### src/rtl/svc_soc_io_arb_if.sv
// Bus bundle between two MMIO requesters, the arbiter and the LED/GPIO register bank.
// slave is the arbiter's view; master is the view of everything around it.
interface svc_soc_io_arb_if #(
    parameter int AW = 32,
    parameter int DW = 32
);
    logic            req0_valid;
    logic            req0_ready;
    logic            req0_write;
    logic [AW-1:0]   req0_addr;
    logic [DW-1:0]   req0_wdata;
    logic [DW/8-1:0] req0_wstrb;
    logic            req0_resp_valid;
    logic            req0_resp_ready;
    logic [DW-1:0]   req0_resp_rdata;

    logic            req1_valid;
    logic            req1_ready;
    logic            req1_write;
    logic [AW-1:0]   req1_addr;
    logic [DW-1:0]   req1_wdata;
    logic [DW/8-1:0] req1_wstrb;
    logic            req1_resp_valid;
    logic            req1_resp_ready;
    logic [DW-1:0]   req1_resp_rdata;

    logic            io_wen;
    logic [AW-1:0]   io_waddr;
    logic [DW-1:0]   io_wdata;
    logic [DW/8-1:0] io_wstrb;
    logic            io_ren;
    logic [AW-1:0]   io_raddr;
    logic [DW-1:0]   io_rdata;

    modport slave (
        input  req0_valid, req0_write, req0_addr, req0_wdata, req0_wstrb, req0_resp_ready,
        output req0_ready, req0_resp_valid, req0_resp_rdata,
        input  req1_valid, req1_write, req1_addr, req1_wdata, req1_wstrb, req1_resp_ready,
        output req1_ready, req1_resp_valid, req1_resp_rdata,
        output io_wen, io_waddr, io_wdata, io_wstrb, io_ren, io_raddr,
        input  io_rdata
    );

    modport master (
        output req0_valid, req0_write, req0_addr, req0_wdata, req0_wstrb, req0_resp_ready,
        input  req0_ready, req0_resp_valid, req0_resp_rdata,
        output req1_valid, req1_write, req1_addr, req1_wdata, req1_wstrb, req1_resp_ready,
        input  req1_ready, req1_resp_valid, req1_resp_rdata,
        input  io_wen, io_waddr, io_wdata, io_wstrb, io_ren, io_raddr,
        output io_rdata
    );
endinterface

### src/rtl/svc_soc_io_arb.sv
// Round-robin two-port arbiter/sequencer for the MMIO register bank: each granted
// request becomes a single-cycle wen/ren strobe followed by a buffered valid/ready response.
module svc_soc_io_arb #(
    parameter int AW = 32,
    parameter int DW = 32
) (
    input logic                clk,
    input logic                rst_n,
    svc_soc_io_arb_if.slave    bus
);
    localparam int SW = DW / 8;

    typedef enum logic [1:0] {
        IDLE  = 2'd0,
        ISSUE = 2'd1,
        RESP  = 2'd2
    } state_e;

    state_e          state_q, state_d;
    logic            last_grant_q, last_grant_d;
    logic            owner_q, owner_d;
    logic            write_q, write_d;
    logic [AW-1:0]   addr_q, addr_d;
    logic [DW-1:0]   wdata_q, wdata_d;
    logic [SW-1:0]   wstrb_q, wstrb_d;
    logic [DW-1:0]   rdata_q, rdata_d;

    logic grant;
    logic ready0;
    logic ready1;
    logic resp_hs;

    // Contention goes to whoever was not served last; last_grant resets to 1 so req0 wins first.
    always_comb begin
        grant = 1'b0;
        if (bus.req0_valid && bus.req1_valid) begin
            grant = ~last_grant_q;
        end else if (bus.req1_valid) begin
            grant = 1'b1;
        end
    end

    // Ready is gated by rst_n so nothing is accepted while reset is held.
    assign ready0  = rst_n && (state_q == IDLE) && !grant && bus.req0_valid;
    assign ready1  = rst_n && (state_q == IDLE) &&  grant && bus.req1_valid;
    assign resp_hs = owner_q ? bus.req1_resp_ready : bus.req0_resp_ready;

    // NOTE: every next-state signal takes its hold value first, so no path can infer a latch.
    always_comb begin
        state_d      = state_q;
        last_grant_d = last_grant_q;
        owner_d      = owner_q;
        write_d      = write_q;
        addr_d       = addr_q;
        wdata_d      = wdata_q;
        wstrb_d      = wstrb_q;
        rdata_d      = rdata_q;
        case (state_q)
            IDLE: begin
                if (ready0 || ready1) begin
                    owner_d      = grant;
                    last_grant_d = grant;
                    write_d      = grant ? bus.req1_write : bus.req0_write;
                    addr_d       = grant ? bus.req1_addr  : bus.req0_addr;
                    wdata_d      = grant ? bus.req1_wdata : bus.req0_wdata;
                    wstrb_d      = grant ? bus.req1_wstrb : bus.req0_wstrb;
                    state_d      = ISSUE;
                end
            end
            ISSUE: begin
                rdata_d = write_q ? '0 : bus.io_rdata;
                state_d = RESP;
            end
            RESP: begin
                if (resp_hs) begin
                    state_d = IDLE;
                end
            end
            default: state_d = IDLE;
        endcase
    end

    // NOTE: state registers use non-blocking assignments so every flop samples pre-edge values.
    always_ff @(posedge clk or negedge rst_n) begin
        if (!rst_n) begin
            state_q      <= IDLE;
            last_grant_q <= 1'b1;
            owner_q      <= 1'b0;
            write_q      <= 1'b0;
            addr_q       <= '0;
            wdata_q      <= '0;
            wstrb_q      <= '0;
            rdata_q      <= '0;
        end else begin
            state_q      <= state_d;
            last_grant_q <= last_grant_d;
            owner_q      <= owner_d;
            write_q      <= write_d;
            addr_q       <= addr_d;
            wdata_q      <= wdata_d;
            wstrb_q      <= wstrb_d;
            rdata_q      <= rdata_d;
        end
    end

    assign bus.req0_ready      = ready0;
    assign bus.req1_ready      = ready1;

    assign bus.io_wen          = (state_q == ISSUE) &&  write_q;
    assign bus.io_ren          = (state_q == ISSUE) && !write_q;
    assign bus.io_waddr        = addr_q;
    assign bus.io_raddr        = addr_q;
    assign bus.io_wdata        = wdata_q;
    assign bus.io_wstrb        = wstrb_q;

    assign bus.req0_resp_valid = (state_q == RESP) && !owner_q;
    assign bus.req1_resp_valid = (state_q == RESP) &&  owner_q;
    assign bus.req0_resp_rdata = bus.req0_resp_valid ? rdata_q : '0;
    assign bus.req1_resp_rdata = bus.req1_resp_valid ? rdata_q : '0;
endmodule

### src/flat_wrapper.sv
// flat-port wrapper written by rule: the top's interface ports become plain ports
module svc_soc_io_arb_flat 
#(
    parameter int AW = 32,
    parameter int DW = 32
)
  (clk, rst_n, bus_req0_valid, bus_req0_write, bus_req0_addr, bus_req0_wdata, bus_req0_wstrb, bus_req0_resp_ready, bus_req0_ready, bus_req0_resp_valid, bus_req0_resp_rdata, bus_req1_valid, bus_req1_write, bus_req1_addr, bus_req1_wdata, bus_req1_wstrb, bus_req1_resp_ready, bus_req1_ready, bus_req1_resp_valid, bus_req1_resp_rdata, bus_io_wen, bus_io_waddr, bus_io_wdata, bus_io_wstrb, bus_io_ren, bus_io_raddr, bus_io_rdata);
  svc_soc_io_arb_if #(.AW(AW), .DW(DW)) bus_i ();
  input logic clk;
  input logic rst_n;
  input wire logic [$bits(bus_i.req0_valid)-1:0] bus_req0_valid;
  input wire logic [$bits(bus_i.req0_write)-1:0] bus_req0_write;
  input wire logic [$bits(bus_i.req0_addr)-1:0] bus_req0_addr;
  input wire logic [$bits(bus_i.req0_wdata)-1:0] bus_req0_wdata;
  input wire logic [$bits(bus_i.req0_wstrb)-1:0] bus_req0_wstrb;
  input wire logic [$bits(bus_i.req0_resp_ready)-1:0] bus_req0_resp_ready;
  output wire logic [$bits(bus_i.req0_ready)-1:0] bus_req0_ready;
  output wire logic [$bits(bus_i.req0_resp_valid)-1:0] bus_req0_resp_valid;
  output wire logic [$bits(bus_i.req0_resp_rdata)-1:0] bus_req0_resp_rdata;
  input wire logic [$bits(bus_i.req1_valid)-1:0] bus_req1_valid;
  input wire logic [$bits(bus_i.req1_write)-1:0] bus_req1_write;
  input wire logic [$bits(bus_i.req1_addr)-1:0] bus_req1_addr;
  input wire logic [$bits(bus_i.req1_wdata)-1:0] bus_req1_wdata;
  input wire logic [$bits(bus_i.req1_wstrb)-1:0] bus_req1_wstrb;
  input wire logic [$bits(bus_i.req1_resp_ready)-1:0] bus_req1_resp_ready;
  output wire logic [$bits(bus_i.req1_ready)-1:0] bus_req1_ready;
  output wire logic [$bits(bus_i.req1_resp_valid)-1:0] bus_req1_resp_valid;
  output wire logic [$bits(bus_i.req1_resp_rdata)-1:0] bus_req1_resp_rdata;
  output wire logic [$bits(bus_i.io_wen)-1:0] bus_io_wen;
  output wire logic [$bits(bus_i.io_waddr)-1:0] bus_io_waddr;
  output wire logic [$bits(bus_i.io_wdata)-1:0] bus_io_wdata;
  output wire logic [$bits(bus_i.io_wstrb)-1:0] bus_io_wstrb;
  output wire logic [$bits(bus_i.io_ren)-1:0] bus_io_ren;
  output wire logic [$bits(bus_i.io_raddr)-1:0] bus_io_raddr;
  input wire logic [$bits(bus_i.io_rdata)-1:0] bus_io_rdata;
  assign bus_i.req0_valid = bus_req0_valid;
  assign bus_i.req0_write = bus_req0_write;
  assign bus_i.req0_addr = bus_req0_addr;
  assign bus_i.req0_wdata = bus_req0_wdata;
  assign bus_i.req0_wstrb = bus_req0_wstrb;
  assign bus_i.req0_resp_ready = bus_req0_resp_ready;
  assign bus_req0_ready = bus_i.req0_ready;
  assign bus_req0_resp_valid = bus_i.req0_resp_valid;
  assign bus_req0_resp_rdata = bus_i.req0_resp_rdata;
  assign bus_i.req1_valid = bus_req1_valid;
  assign bus_i.req1_write = bus_req1_write;
  assign bus_i.req1_addr = bus_req1_addr;
  assign bus_i.req1_wdata = bus_req1_wdata;
  assign bus_i.req1_wstrb = bus_req1_wstrb;
  assign bus_i.req1_resp_ready = bus_req1_resp_ready;
  assign bus_req1_ready = bus_i.req1_ready;
  assign bus_req1_resp_valid = bus_i.req1_resp_valid;
  assign bus_req1_resp_rdata = bus_i.req1_resp_rdata;
  assign bus_io_wen = bus_i.io_wen;
  assign bus_io_waddr = bus_i.io_waddr;
  assign bus_io_wdata = bus_i.io_wdata;
  assign bus_io_wstrb = bus_i.io_wstrb;
  assign bus_io_ren = bus_i.io_ren;
  assign bus_io_raddr = bus_i.io_raddr;
  assign bus_i.io_rdata = bus_io_rdata;
  svc_soc_io_arb #(.AW(AW), .DW(DW)) u_core (.clk(clk), .rst_n(rst_n), .bus(bus_i));
endmodule
### config.mk
export PLATFORM = sky130hd
export DESIGN_NAME = svc_soc_io_arb_flat
export DESIGN_NICKNAME = d
export VERILOG_FILES = /design/src/rtl/svc_soc_io_arb_if.sv /design/src/rtl/svc_soc_io_arb.sv /design/src/flat_wrapper.sv
export SDC_FILE = /design/constraint.sdc
export NUM_CORES = 1
export LEC_CHECK = 0
export ABC_AREA = 1
export CAP_MARGIN = 20
export CORE_ASPECT_RATIO = 1.5
export CORE_MARGIN = 2
export CORE_UTILIZATION = 30
export DETAILED_ROUTE_END_ITERATION = 16
export PLACE_DENSITY = 0.67
export SLEW_MARGIN = 20
export SYNTH_ARGS = -nofsm -noshare
export SYNTH_HDL_FRONTEND = slang
export SYNTH_SLANG_ARGS = --single-unit
### constraint.sdc
create_clock -name clk -period 3.8 [get_ports clk]
set_input_delay 0.95 -clock clk [delete_from_list [all_inputs] [get_ports clk]]
set_output_delay 0.95 -clock clk [all_outputs]
set_load 0.01 [all_outputs]
; Word-level counts from Yosys, hierarchy flattened
; Cells that the tools add are included.
[totals]
memories = 0
latchBits = 0
word_cells = 43
ramBits = 0
output_inout_bits = 170
romBits = 0
ff_bits = 105
input_bits = 176
[classes]
eq_ne = 4
n_reduce_logical = 17
shift = 0
add_sub_neg = 0
n_bitwise = 1
mul = 0
div = 0
order_cmp = 0
mux = 13
[op_table]
columns = op, count
row1 = 32-bit 2-to-1 mux, 5
row2 = 1-bit logical AND, 10
row3 = 2-bit one-hot mux with 3 select lines, 1
row4 = 1-bit 2-to-1 mux, 4
row5 = 2-bit 2-to-1 mux, 2
row6 = 4-bit 2-to-1 mux, 1
row7 = 2-bit AND reduction, 2
row8 = 1-bit zero test, 3
row9 = 2-bit by 1-bit == test with 1-bit output (second input constant), 1
row10 = 2-bit == test (second input constant), 1
row11 = 2-bit zero test, 1
row12 = 2-bit by 1-bit inequality test with 1-bit output (second input constant), 1
row13 = 2-bit inequality test (second input constant), 1
row14 = 1-bit logical OR, 1
row15 = 1-bit NOT, 1

; Longest topological paths before layout
[logic_depth]
word_depth = 8
depth_mapped = 8
ltp_nobuf = 6

; Worst setup path after synthesis
; OpenSTA, ideal clock, no wires.
[synth_timing]
path_kind = input to output
from = input bus_req1_valid
to = output bus_req1_ready
slack_ns = 1.205
arrival_ns = 1.645
required_ns = 2.850
n_path_buf = 2
stages = 6
path_cell_list = buf_4 > nand2_2 > inv_1 > nand2_2 > buf_2 > inv_1
[synth_via]
elab_chain_cells = 4
[synth_lines]
columns = item, line
row1 = from (decl), flat_wrapper.sv:20  ; input wire logic [$bits(bus_i.req1_valid)-1:0] bus_req1_valid;
row2 = 1-bit 2-to-1 mux or 1-bit logical AND (tied branches), "svc_soc_io_arb.sv:38, svc_soc_io_arb.sv:36"
row3 = 1-bit 2-to-1 mux, svc_soc_io_arb.sv:36  ; if (bus.req0_valid && bus.req1_valid) begin
row4 = 1-bit logical AND, svc_soc_io_arb.sv:45  ; assign ready1 = rst_n && (state_q == IDLE) && grant && bus.req1_valid;
row5 = 1-bit logical AND (*), svc_soc_io_arb.sv:45
row6 = to (decl), flat_wrapper.sv:26  ; output wire logic [$bits(bus_i.req1_ready)-1:0] bus_req1_ready;
; Every way passes the cells marked *; elsewhere a longest branch is shown, timed or not.

; Final worst setup path
[layout_timing]
from = input bus_req0_valid
to = output bus_req0_ready
[layout_via]
elab_chain_cells = 5
[layout_lines]
columns = item, line
row1 = from (decl), flat_wrapper.sv:11  ; input wire logic [$bits(bus_i.req0_valid)-1:0] bus_req0_valid;
row2 = 1-bit logical AND, svc_soc_io_arb.sv:36
row3 = 1-bit 2-to-1 mux, svc_soc_io_arb.sv:36
row4 = 1-bit zero test, svc_soc_io_arb.sv:44  ; assign ready0 = rst_n && (state_q == IDLE) && !grant && bus.req0_valid;
row5 = 1-bit logical AND, svc_soc_io_arb.sv:44
row6 = 1-bit logical AND (*), svc_soc_io_arb.sv:44
row7 = to (decl), flat_wrapper.sv:17  ; output wire logic [$bits(bus_i.req0_ready)-1:0] bus_req0_ready;
; Marks and branches as above.

==> summary.md <==
| Metric | Value |
|---|---|
| Met2 routed WL | approximately 11000 µm |
| Routed Wire Length | slightly above 20000 µm |
| I/O pins | 346 |
| Total track usage | 0.197 |
| GPL Wtd Cong | 0.855 |
| Clock Sinks | between 100 and 150 |
| Leakage | about 0.0044 µW |
| CTS resizes | 0 |
| Fmax achieved | 298 MHz |
| Met1 Wirelength | between 7000 and 8000 µm |
| Hold_buf cts | 0 |
| Most common cell after layout, fill and taps aside | clkdlybuf4s50_1 |
| Path depth of the worst reg2reg path | 7 |
| Yosys warning total | 0 |
| Register area share after synthesis | 0.466 |
| RSZ-0062 raised after global routing | false |
| Drt drc | 0 |
| Via total after detailed routing | 6007 |
| I/O Buffers | 345 |
| Fillers | roughly 1900 |
| Layout Skew | 0.0138 ns |
| GRT overflow | 0 |
| Syn nets | 976 |
| Worst setup SP type | input port |
| CTS root buf | clkbuf_16 |
| Total setup buffers inserted after CTS | 0 |
| Slew @ Worst Pin | 1.02 ns |
| Pre-CTS setup slack | 0.422 ns |
| Min-Delay Path Class | reg2reg |
| CP Capture Type | output port |
| Mapped Cells | 800 |
| Final nets | 1256 |
| Syn avg cell area | 7.05 µm² |
| Max-slew violations | 0 |
| Final hold slack | 0.476 ns |
| Time the worst path needs with I/O delays and setup | about 3.4 ns |
| Post-route ant nets | 0 |
| Clock latency on the worst-skew pair | 0.35 ns |
| Vias/cell | 4.49 |
| Critical path data arrival time | 2.40 ns |
| Worst setup path class | in2out |
| Final cycle utilization of the critical path | 0.882 |
| Non-filler cells, final | around 1300 |
| Max Used Layer | met5 |
| Die height | roughly 170 µm |
| First-pass GRT wire length | 30900 µm |
| Seq cells post-synth | 105 |
| Peak VDD IR | 275 µV |
| Synth cell types | 13 |
| Clock-pin slew on the worst setup and hold paths | 0.07 ns |
| Largest net degree at the start of global routing | 72 |
| Max Cap Viol | 0 |
| Crit Path Max Fanout | 3 |
| Cts bufs inserted | 9 |
| Setup TNS | 0 ns |
| Number of detailed-route iterations in the first pass | 4 |
| Setup ws final | about 0.45 ns |
| Data required, critical path | 2.85 ns |
| Htree depth | 3 |
| Core Box Area | around 18000 µm² |
| Area growth, synth to finish | 65.3% |
| Placed Cells | 1321 |
| Layout cells sized above 1 | 0.0332 |
| Die Wd | roughly 120 µm |
| Detail Route met3 WL | 1280 µm |
| Post-Syn Area | 5640 µm² |
| 1st-iter DRT viols | 234 |
| Slew HR | 0.320 |
| Final hold vios | 0 |
| Commonest cells after routing, fill and taps aside | clkdlybuf4s50_1 (343), nand2_1 (317), nand3_1 (139) |
| # rows | 61 |
| Starting Density | 0.305 |
| WHS Path Cells | 2 |
| CTS Buffer Depth | 2 |
| CTS tree | yes |
| Number of global-route vias before repair | 5629 |
| Die area | about 20000 µm² |
| DP HPWL | 14600 µm |
| Initial antenna violation count | 2 |
| Final setup viols | 0 |
| Routed len/inst | 15.1 µm |
| Pwr/cell area | 657 nW/µm² |
| Outcome | finished clean |
## area by class of cell
cell class | count | area, µm² | area share
Multi-Input combinational cell | 564 | 2370 | 0.254
Sequential cell | 105 | 2630 | 0.282
Clock buffer | 9 | 225 | 0.0242
Tap cell | 252 | 315 | 0.0338
Timing Repair Buffer | 356 | 3540 | 0.380
Clock inverter | 7 | 72.6 | 0.00779
Antenna cell | 1 | 2.50 | 0.000268
Inverter | 44 | 165 | 0.0177
## per-layer routing
layer  GRT usage  vias up
li1            -     3024
met1       0.236     2738
met2       0.347      221
met3      0.0487       22
met4      0.0585        2
met5           0        -
## synth_stat cells (all sizes together)
cell type / n / area [µm²]
o21ai: 32 / 160
inv: 44 / 165
clkbuf: 26 / 97.6
buf: 61 / 400
nor2: 70 / 263
nand3: 140 / 701
nand2: 320 / 1210
o211ai: 1 / 7.51
dfrtp: 104 / 2600
a21oi: 1 / 8.76
dfstp: 1 / 26.3
## stage by stage
step / instance area, µm² / util / total power, µW
2_1_floorplan: 5640 / - / 3560
3_3_place_gp: 9020 / 0.488 / 5210
3_5_place_dp: 9020 / 0.488 / 5260
4_1_cts: 9320 / 0.505 / 6230
5_1_grt: 9320 / 0.505 / 6580
6_report: 9320 / 0.505 / 6130
## registers in the layout, summed over array words and instances (netlist names)
name and flops:
u_core.bus.io_wdata 32, u_core.rdata_q 32, u_core.write_q 1, u_core.last_grant_q 1, u_core.bus.io_raddr 32, u_core.owner_q 1, u_core.state_q 2, u_core.bus.io_wstrb 4
## worst paths after layout
kind	startpoint	to	slack, ns
max	bus_req0_valid	bus_req0_ready	0.45
min in group asynchronous	rst_n	u_core.bus.io_wdata[19]$_DFFE_PN0P_	0.76
max in group asynchronous	rst_n	u_core.rdata_q[2]$_DFFE_PN0N_	2.52
min reg2reg	u_core.last_grant_q$_DFFE_PN1P_	u_core.last_grant_q$_DFFE_PN1P_	0.48
max reg2reg	u_core.last_grant_q$_DFFE_PN1P_	u_core.bus.io_wdata[11]$_DFFE_PN0P_	1.73
min	u_core.last_grant_q$_DFFE_PN1P_	u_core.last_grant_q$_DFFE_PN1P_	0.48
## where the power goes
part / leakage, µW / total, µW / internal, µW / switching [µW]
combinational: 0.00292 / 3180 / 1620 / 1560
clock: 0.000143 / 940 / 467 / 473
sequential: 0.00133 / 2010 / 1660 / 349
## cell families (layout without fill, tap and decap cells)
kind of cell | after synthesis | in the layout | share of synthesized area
AND/OR/NAND/NOR | 530 | 530 | 0.385
buffers and inverters | 131 | 416 | 0.118
flip-flops | 105 | 105 | 0.466
AO/OA/AOI/OAI | 34 | 34 | 0.0313
other | 0 | 1 | 0
## critical path, stage by stage
cell             delay, ns
clkdlybuf4s50_1       0.57
nand2_2               0.09
nand2_2               0.06
inv_1                 0.06
nor2_1                0.11
clkdlybuf4s50_1       0.56
(Power assumes the default switching activity.)
